--- config.mk ---
export PLATFORM = sky130hd
export DESIGN_NAME = adc_lvds_frame_tx
export DESIGN_NICKNAME = d
export VERILOG_FILES = /design/src/rtl/adc_lvds_frame_tx_pkg.sv /design/src/rtl/adc_lvds_frame_tx_lane_pair_serializer.sv /design/src/rtl/adc_lvds_frame_tx.sv
export SDC_FILE = /design/constraint.sdc
export NUM_CORES = 1
export LEC_CHECK = 0
export ABC_AREA = 1
export CORE_ASPECT_RATIO = 1.4
export CORE_MARGIN = 2
export CORE_UTILIZATION = 60
export CTS_CLUSTER_DIAMETER = 50
export DETAILED_ROUTE_END_ITERATION = 8
export PLACE_DENSITY = 0.82
export SLEW_MARGIN = 10
export SYNTH_ARGS = -nofsm -noshare
export SYNTH_HDL_FRONTEND = slang
export SYNTH_SLANG_ARGS = --single-unit
--- constraint.sdc ---
create_clock -name clk_in -period 7.4 [get_ports clk_in]
set_clock_uncertainty 0.1 [all_clocks]
set_input_delay 2.22 -clock clk_in [delete_from_list [all_inputs] [get_ports clk_in]]
set_output_delay 2.22 -clock clk_in [all_outputs]
set_load 0.02 [all_outputs]
--- src/rtl/adc_lvds_frame_tx_pkg.sv ---
// rtl/adc_lvds_frame_tx_pkg.sv - shared framing constants and lane split helper
// Common to the LTC2195 receive path and this loopback transmitter.
package adc_lvds_frame_tx_pkg;

  localparam int SAMPLE_W      = 16;
  localparam int LANES         = 2;
  localparam int BITS_PER_LANE = 8;

  typedef enum logic {
    ST_IDLE = 1'b0,
    ST_RUN  = 1'b1
  } state_e;

  // Odd lane carries bits 15,13..1 and even lane 14,12..0; index 7 leaves the wire first.
  function automatic logic [BITS_PER_LANE-1:0] lane_bits(input logic [SAMPLE_W-1:0] s,
                                                         input logic odd);
    logic [BITS_PER_LANE-1:0] r;
    for (int k = 0; k < BITS_PER_LANE; k++) begin
      r[k] = odd ? s[2*k+1] : s[2*k];
    end
    return r;
  endfunction

endpackage

--- src/rtl/adc_lvds_frame_tx_lane_pair_serializer.sv ---
// rtl/adc_lvds_frame_tx_lane_pair_serializer.sv - one channel, two 8-bit lanes
// Parallel load of a 16-bit sample into odd/even shift registers, MSB first.
module adc_lvds_frame_tx_lane_pair_serializer
  import adc_lvds_frame_tx_pkg::*;
(
  input  logic                clk_i,
  input  logic                rst_i,
  input  logic                load_i,
  input  logic                shift_i,
  input  logic [SAMPLE_W-1:0] data_i,
  output logic [LANES-1:0]    lanes_o
);

  logic [BITS_PER_LANE-1:0] odd_q, odd_d;
  logic [BITS_PER_LANE-1:0] even_q, even_d;

  always_comb begin
    odd_d  = odd_q;
    even_d = even_q;
    if (load_i) begin
      odd_d  = lane_bits(data_i, 1'b1);
      even_d = lane_bits(data_i, 1'b0);
    end else if (shift_i) begin
      odd_d  = {odd_q[BITS_PER_LANE-2:0], 1'b0};
      even_d = {even_q[BITS_PER_LANE-2:0], 1'b0};
    end
  end

  always_ff @(posedge clk_i or posedge rst_i) begin
    if (rst_i) begin
      odd_q  <= '0;
      even_q <= '0;
    end else begin
      odd_q  <= odd_d;
      even_q <= even_d;
    end
  end

  assign lanes_o = {odd_q[BITS_PER_LANE-1], even_q[BITS_PER_LANE-1]};

endmodule

--- src/rtl/adc_lvds_frame_tx.sv ---
// rtl/adc_lvds_frame_tx.sv - LTC2195-format 2-lane frame transmitter for receiver loopback
// Frame FSM, bit/phase counters, one-entry holding register, DCO and FR generation.
module adc_lvds_frame_tx #(
  parameter int SAMPLE_W    = 16,
  parameter int CYC_PER_BIT = 2,
  parameter int REPEAT_LAST = 1
) (
  input  logic                clk_in,
  input  logic                rst_in,
  input  logic                en_in,
  input  logic [SAMPLE_W-1:0] ch0_in,
  input  logic [SAMPLE_W-1:0] ch1_in,
  input  logic                valid_in,
  output logic                ready_out,
  output logic                dco_out,
  output logic                fr_out,
  output logic [1:0]          d0_out,
  output logic [1:0]          d1_out,
  output logic                underrun_out,
  output logic                busy_out
);

  import adc_lvds_frame_tx_pkg::*;

  localparam int              PH_W     = (CYC_PER_BIT > 1) ? $clog2(CYC_PER_BIT) : 1;
  localparam logic [PH_W-1:0] PH_LAST  = PH_W'(CYC_PER_BIT - 1);
  localparam logic [PH_W-1:0] PH_HALF  = PH_W'(CYC_PER_BIT / 2);
  localparam logic [2:0]      BIT_LAST = 3'd7;

  state_e              state_q, state_d;
  logic [PH_W-1:0]     phase_q, phase_d;
  logic [2:0]          bitc_q, bitc_d;
  logic                hold_full_q, hold_full_d;
  logic [SAMPLE_W-1:0] hold0_q, hold0_d, hold1_q, hold1_d;
  logic [SAMPLE_W-1:0] last0_q, last0_d, last1_q, last1_d;
  logic                underrun_q, underrun_d;
  logic                rdy_en_q;

  logic                frame_load;
  logic                sr_load;
  logic                sr_shift;
  logic                accept;
  logic [SAMPLE_W-1:0] load0, load1;
  logic [1:0]          lanes0, lanes1;

  always_comb begin
    state_d    = state_q;
    phase_d    = phase_q;
    bitc_d     = bitc_q;
    frame_load = 1'b0;
    sr_load    = 1'b0;
    sr_shift   = 1'b0;
    underrun_d = 1'b0;
    load0      = hold0_q;
    load1      = hold1_q;
    case (state_q)
      ST_IDLE: begin
        phase_d = '0;
        bitc_d  = '0;
        if (en_in && hold_full_q) begin
          state_d    = ST_RUN;
          frame_load = 1'b1;
          sr_load    = 1'b1;
        end
      end
      ST_RUN: begin
        phase_d = (phase_q == PH_LAST) ? '0 : phase_q + 1'b1;
        if (phase_q == PH_LAST) begin
          bitc_d = bitc_q + 1'b1;
          if (bitc_q != BIT_LAST) begin
            sr_shift = 1'b1;
          end else if (!en_in) begin
            state_d = ST_IDLE;
          end else if (hold_full_q) begin
            frame_load = 1'b1;
            sr_load    = 1'b1;
          end else begin
            // Underrun: keep the frame cadence with the last (or zero) sample.
            sr_load    = 1'b1;
            underrun_d = 1'b1;
            load0      = (REPEAT_LAST != 0) ? last0_q : '0;
            load1      = (REPEAT_LAST != 0) ? last1_q : '0;
          end
        end
      end
      default: state_d = ST_IDLE;
    endcase
  end

  // rdy_en_q keeps ready low through reset and raises it on the first edge after release.
  assign ready_out = rdy_en_q & (~hold_full_q | frame_load);
  assign accept    = valid_in & ready_out;

  always_comb begin
    hold_full_d = hold_full_q;
    hold0_d     = hold0_q;
    hold1_d     = hold1_q;
    last0_d     = last0_q;
    last1_d     = last1_q;
    if (accept) begin
      hold_full_d = 1'b1;
      hold0_d     = ch0_in;
      hold1_d     = ch1_in;
    end else if (frame_load) begin
      hold_full_d = 1'b0;
    end
    if (frame_load) begin
      last0_d = hold0_q;
      last1_d = hold1_q;
    end
  end

  always_ff @(posedge clk_in or posedge rst_in) begin
    if (rst_in) begin
      state_q     <= ST_IDLE;
      phase_q     <= '0;
      bitc_q      <= '0;
      hold_full_q <= 1'b0;
      hold0_q     <= '0;
      hold1_q     <= '0;
      last0_q     <= '0;
      last1_q     <= '0;
      underrun_q  <= 1'b0;
      rdy_en_q    <= 1'b0;
    end else begin
      state_q     <= state_d;
      phase_q     <= phase_d;
      bitc_q      <= bitc_d;
      hold_full_q <= hold_full_d;
      hold0_q     <= hold0_d;
      hold1_q     <= hold1_d;
      last0_q     <= last0_d;
      last1_q     <= last1_d;
      underrun_q  <= underrun_d;
      rdy_en_q    <= 1'b1;
    end
  end

  adc_lvds_frame_tx_lane_pair_serializer u_ser0 (
    .clk_i   (clk_in),
    .rst_i   (rst_in),
    .load_i  (sr_load),
    .shift_i (sr_shift),
    .data_i  (load0),
    .lanes_o (lanes0)
  );

  adc_lvds_frame_tx_lane_pair_serializer u_ser1 (
    .clk_i   (clk_in),
    .rst_i   (rst_in),
    .load_i  (sr_load),
    .shift_i (sr_shift),
    .data_i  (load1),
    .lanes_o (lanes1)
  );

  // Outputs are decoded straight from registers so async reset clears them without an edge.
  assign busy_out     = (state_q == ST_RUN);
  assign dco_out      = busy_out & (phase_q >= PH_HALF);
  assign fr_out       = busy_out & (bitc_q < 3'd4);
  assign d0_out       = busy_out ? lanes0 : 2'b00;
  assign d1_out       = busy_out ? lanes1 : 2'b00;
  assign underrun_out = underrun_q;

endmodule

Word level (Yosys, flattened, before mapping). Index checks and enable logic that the tools add are counted.

Add/subtract/negate cells: 2. $lt $le $gt $ge: 2. Equality and inequality tests: 2. Mux-type cells: 47. Bitwise logic cells: 7. Reductions and logical operators: 3.

Operators by type and width (count): 16-bit two-way mux (10); 8-bit two-way mux (8); 1-bit two-way mux (21); 1-bit one-hot mux with 2 select lines (4); 3-bit one-hot mux with 2 select lines (1); 1-bit bitwise AND (4); 2-bit two-way mux (2); 2-bit nonzero test (2); 3-bit by 1-bit adder with 3-bit output, second input constant (1); 3-bit less-than comparator, second input constant (1); 3-bit two-way mux (1); 3-bit != test, second input constant (1); 2-bit by 1-bit != test with 1-bit output, second input constant (1); 1-bit NOT (2); 1-bit adder, second input constant (1); 1-bit >= comparator, second input constant (1); 1-bit logical AND (1); 1-bit bitwise OR (1).

Flip-flop bits (word level): 104. Word-level logic and storage cells: 77.

Depth between registers and ports, before layout.
Word-level depth: 9. Gate-level depth with buffers: 12.

Cells and area by module. Synthesis repeated with hierarchy kept, for this count alone.

Cell total of the unflattened synthesis: 595. Area total of the unflattened synthesis: 4864.7 µm².

By module, submodules not included: adc_lvds_frame_tx (times used 1, cells each 419, area an instance 3368.2 µm², sequential area each 1801.7 µm²); adc_lvds_frame_tx_lane_pair_serializer (times used 2, cells each 88, area an instance 748.2 µm², sequential area each 400.4 µm²).

Least setup slack after synthesis. No wires, ideal clock.

Kind: input port to output port. Start point: in en_in. End point: out ready_out. Arrival: 2.978 ns. Path slack: 2.102 ns. Stages: 7. Path buffers: 1. Path through: nand3_1 > nand2_1 > nand2_2 > nand2_2 > buf_2 > nand2_1 > inv_1.

Word-level cells in the longest chain between the ends: 6. Elaborated cells on any way between the ends: 8. Those cells by class: mux (5); bitwise (2); reduce/logical (1).

Ends and longest elaborated chain: from (decl) (line adc_lvds_frame_tx.sv:10) `input logic en_in,`; 1-bit two-way mux (line adc_lvds_frame_tx.sv:72) `end else if (!en_in) begin`; 1-bit two-way mux (line adc_lvds_frame_tx.sv:70) `if (bitc_q != BIT_LAST) begin`; 1-bit two-way mux (line adc_lvds_frame_tx.sv:68) `if (phase_q == PH_LAST) begin`; 1-bit one-hot mux with 2 select lines (*) (line adc_lvds_frame_tx.sv:56) `case (state_q)`; 1-bit bitwise OR (*) (line adc_lvds_frame_tx.sv:91) `assign ready_out = rdy_en_q & (~hold_full_q | frame_load);`; 1-bit bitwise AND (*) (line adc_lvds_frame_tx.sv:91); to (decl) (line adc_lvds_frame_tx.sv:14) `output logic ready_out,`.

Every way passes the cells marked *; elsewhere a longest branch is shown, timed or not.

Worst setup path after layout. Same ends and word-level chain as after synthesis.

==> impl_metrics.tcl <==
set metrics [dict create \
    cts-htree-levels 3 \
    outcome "finished, final reports clean" \
    cts_tree "yes" \
    cp.buffers_inverters 3 \
    crit_family "buffers and inverters" \
    die_area_sq_um 8884 \
    p_total_w 0.002097 \
    tightest_slew_ps 911.8 \
    die_x_microns 80.24 \
    synth_area_per_cell_sq_um 8.374 \
    dp_hpwl_microns 6743 \
    drt-pass1-iter-count 5 \
    hp-class "reg2reg" \
    timing.setup.tns_ps 0 \
    clock-sinks 104 \
    critPathKind "in2out" \
    drive_gt1_frac 0.09609 \
    routed_wirelength_microns 10160 \
    grt_max_degree 75 \
    start_util 0.6223 \
    peakVddDrop_mv 0.2520 \
    post-route-period-util 0.8337 \
    clockRootBuffer "clkbuf_8" \
    yosys_warnings 0 \
    viasPerCell 5.492 \
    syn_nets 621 \
    core_area_sq_um 7845 \
    finish.net_count 647 \
    setup_viol 0 \
    cpPeakStageDelay_ps 590 \
    post_drt_wl_per_cell_microns 14.23 \
    diodes 0 \
    min_period_ps 6169 \
    io_buffers 44 \
    worstSetupEndpointType "primary output" \
    die_y_microns 110.7 \
    cts_buffers 9 \
    multi_input_area_sq_um 1894 \
    cp_cell_sequence "clkdlybuf4s50_1 > nand3_1 > nand2_1 > nand2_2 > nand2_2 > nand2_1 > inv_1 > clkdlybuf4s50_1" \
    critical_path.slowest_cell "clkdlybuf4s50_1" \
    postCtsResizedCells 0 \
    antenna_found_initial 0 \
    insertion_delay_ps 370 \
    grt_pass1_wl_microns 17880 \
    slew_headroom 0.3921 \
    power_density_nw_per_um2 383.3 \
    drtIter0Drc 412 \
    setup.worst_path.start_class "input port" \
    holdBufCountCts 0 \
    yosysSeqAreaShare 0.5331 \
    cts_setup_buffers 0 \
    fp-row-count 38 \
    synth.distinct_cells 30 \
    layout.area.seq_sq_um 2603 \
    syn2layout_area_growth_pct 12.07 \
    route.top_layer_used "met4" \
    synth_cells 583 \
    leakagePower_nw 2.761 \
    dr_wl_met2_microns 4956 \
    hold_viol 0 \
    vias 3921 \
    grt_pass1_vias 3736 \
    fmax_mhz 162.1 \
    met1Wirelength_microns 4433 \
    crit_fanout 5 \
    grt-ovfl-total 0 \
    ant_nets 0 \
    drv_slew 0 \
    synth_area_sq_um 4882 \
    met3WireLength_microns 572 \
    cts.clk_slew.worst_paths_ps 90 \
    clockBufferDepth 2 \
    post-route-drc-count 0 \
    cp.required_ps 5080 \
    layout.filler_cells 632 \
    crit_arrival_ps 3850 \
    io_pins 45 \
    rsz0062_at_grt "false" \
    place.gp.congestion 0.8202 \
    max_cap_violations 0 \
    track_usage 0.2580 \
    ys_ff_latch 104 \
]
==> metrics by stage <==
step / utilization / hold WS [ps] / cells / area [sq um] / setup slack (ps)
floorplan: - / 341.9 / 583 / 4882 / 2102
global placement: 0.6719 / 353.4 / 698 / 5271 / 1269
detailed placement: 0.6719 / 358.9 / 698 / 5271 / 1235
CTS: 0.6974 / 381.5 / 714 / 5472 / 1231
global route: 0.6974 / 392.1 / 714 / 5472 / 1130
finish: 0.6974 / 383.1 / 714 / 5472 / 1231
==> kinds of logic (layout without fill, tap and decap cells) <==
group,after synthesis,after routing,share of synthesized area
other,1,1,0.0007681
buffers and inverters,79,110,0.07893
AOI/OAI and AO/OA,56,56,0.07073
and+or+nand+nor,341,341,0.3114
DFF,104,104,0.5331
adders and majority gates,2,2,0.005125
==> registers in the layout, indices dropped and copies added (netlist names) <==
signal         count
u_ser1.odd_q       8
underrun_out       1
last1_q           16
u_ser1.even_q      8
busy_out           1
bitc_q             3
phase_q            1
u_ser0.even_q      8
last0_q           16
rdy_en_q           1
u_ser0.odd_q       8
hold_full_q        1
hold1_q           16
hold0_q           16
==> final timing paths <==
kind | slack, ps | endpoint | cells after the start | startpoint
setup / recovery | 1230 | ready_out | 8 | en_in
hold / removal | 380 | last1_q[14] | 2 | last1_q[14]
setup reg to reg | 4650 | last1_q[7] | 10 | bitc_q[0]
hold reg to reg | 380 | last1_q[14] | 2 | last1_q[14]
max in group asynchronous | 3890 | last1_q[1] | 3 | rst_in
min in group asynchronous | 2070 | hold1_q[7] | 2 | rst_in
==> cell usage after synthesis <==
cell      instances  area [sq um]
nand2_1         235         882.1
dfrtp_1         104          2603
inv_1            39         146.4
nand4_1          35         219.0
nand3_1          24         120.1
nor2_1           20         75.07
o21ai_1          18         90.09
nand2_2          17         106.4
buf_2            15         75.07
o21ai_0          14         70.07
clkbuf_1         10         37.54
o21ai_2          10         87.58
inv_2             6         22.52
o211ai_1          6         45.04
a31oi_1           4         25.02
buf_4             3         22.52
nand2_4           3         33.78
a21oi_1           2         10.01
a22o_1            2         17.52
buf_12            2         40.04
buf_6             2         22.52
ha_1              2         25.02
nand3b_1          2         15.01
nor2_8            2         40.04
buf_1             1         3.750
buf_8             1         15.01
conb_1            1         3.750
nand3_2           1         10.01
nor2_4            1         11.26
nor3b_1           1         7.510
==> where the power goes <==
part / leakage [nW] / internal [W] / switching [W] / total (W)
clock network: 0.0969 / 0.000176 / 0.000186 / 0.000361
logic: 1.34 / 0.000270 / 0.000480 / 0.000751
registers: 1.32 / 0.000823 / 0.000162 / 0.000985
total: 2.76 / 0.00127 / 0.000828 / 0.00210
==> routing by layer <==
layer / GRT usage / vias up
li1: - / 1921
met1: 0.3618 / 1866
met2: 0.3917 / 112
met3: 0.06759 / 22
met4: 0.08814 / 0
met5: 0 / -
==> worst min-delay path, stage by stage, from the launching register on <==
cell     delay [ps]
dfrtp_1         360
nand2_1          50
nand2_1          50
==> cell usage in the layout, fill, tap and decap left out, types with 2 or more instances in the layout <==
master and n:
clkdlybuf4s50_1 44, nand3_1 24, nor2_8 2, inv_1 38, nand2_4 3, nand3b_1 2
nand2_2 17, o21ai_2 10, o21ai_0 14, a22o_1 2, clkbuf_8 11, a21oi_1 2
nor2_1 20, nand4_1 35, ha_1 2, a31oi_1 4, clkbuf_1 3, inv_2 6
o211ai_1 6, o21ai_1 18, buf_4 5, nand2_1 235, dfrtp_1 104
==> final cells by class <==
class / instances / share of cell area
flip-flops and latches: 104 / 0.4756
multi-input cells: 400 / 0.3462
repair buffers: 49 / 0.08735
inverters: 45 / 0.03133
clock buffers: 14 / 0.02973
well taps: 100 / 0.02287
clock inverters: 2 / 0.006860
Note: power is estimated with default switching activity, not from simulation.
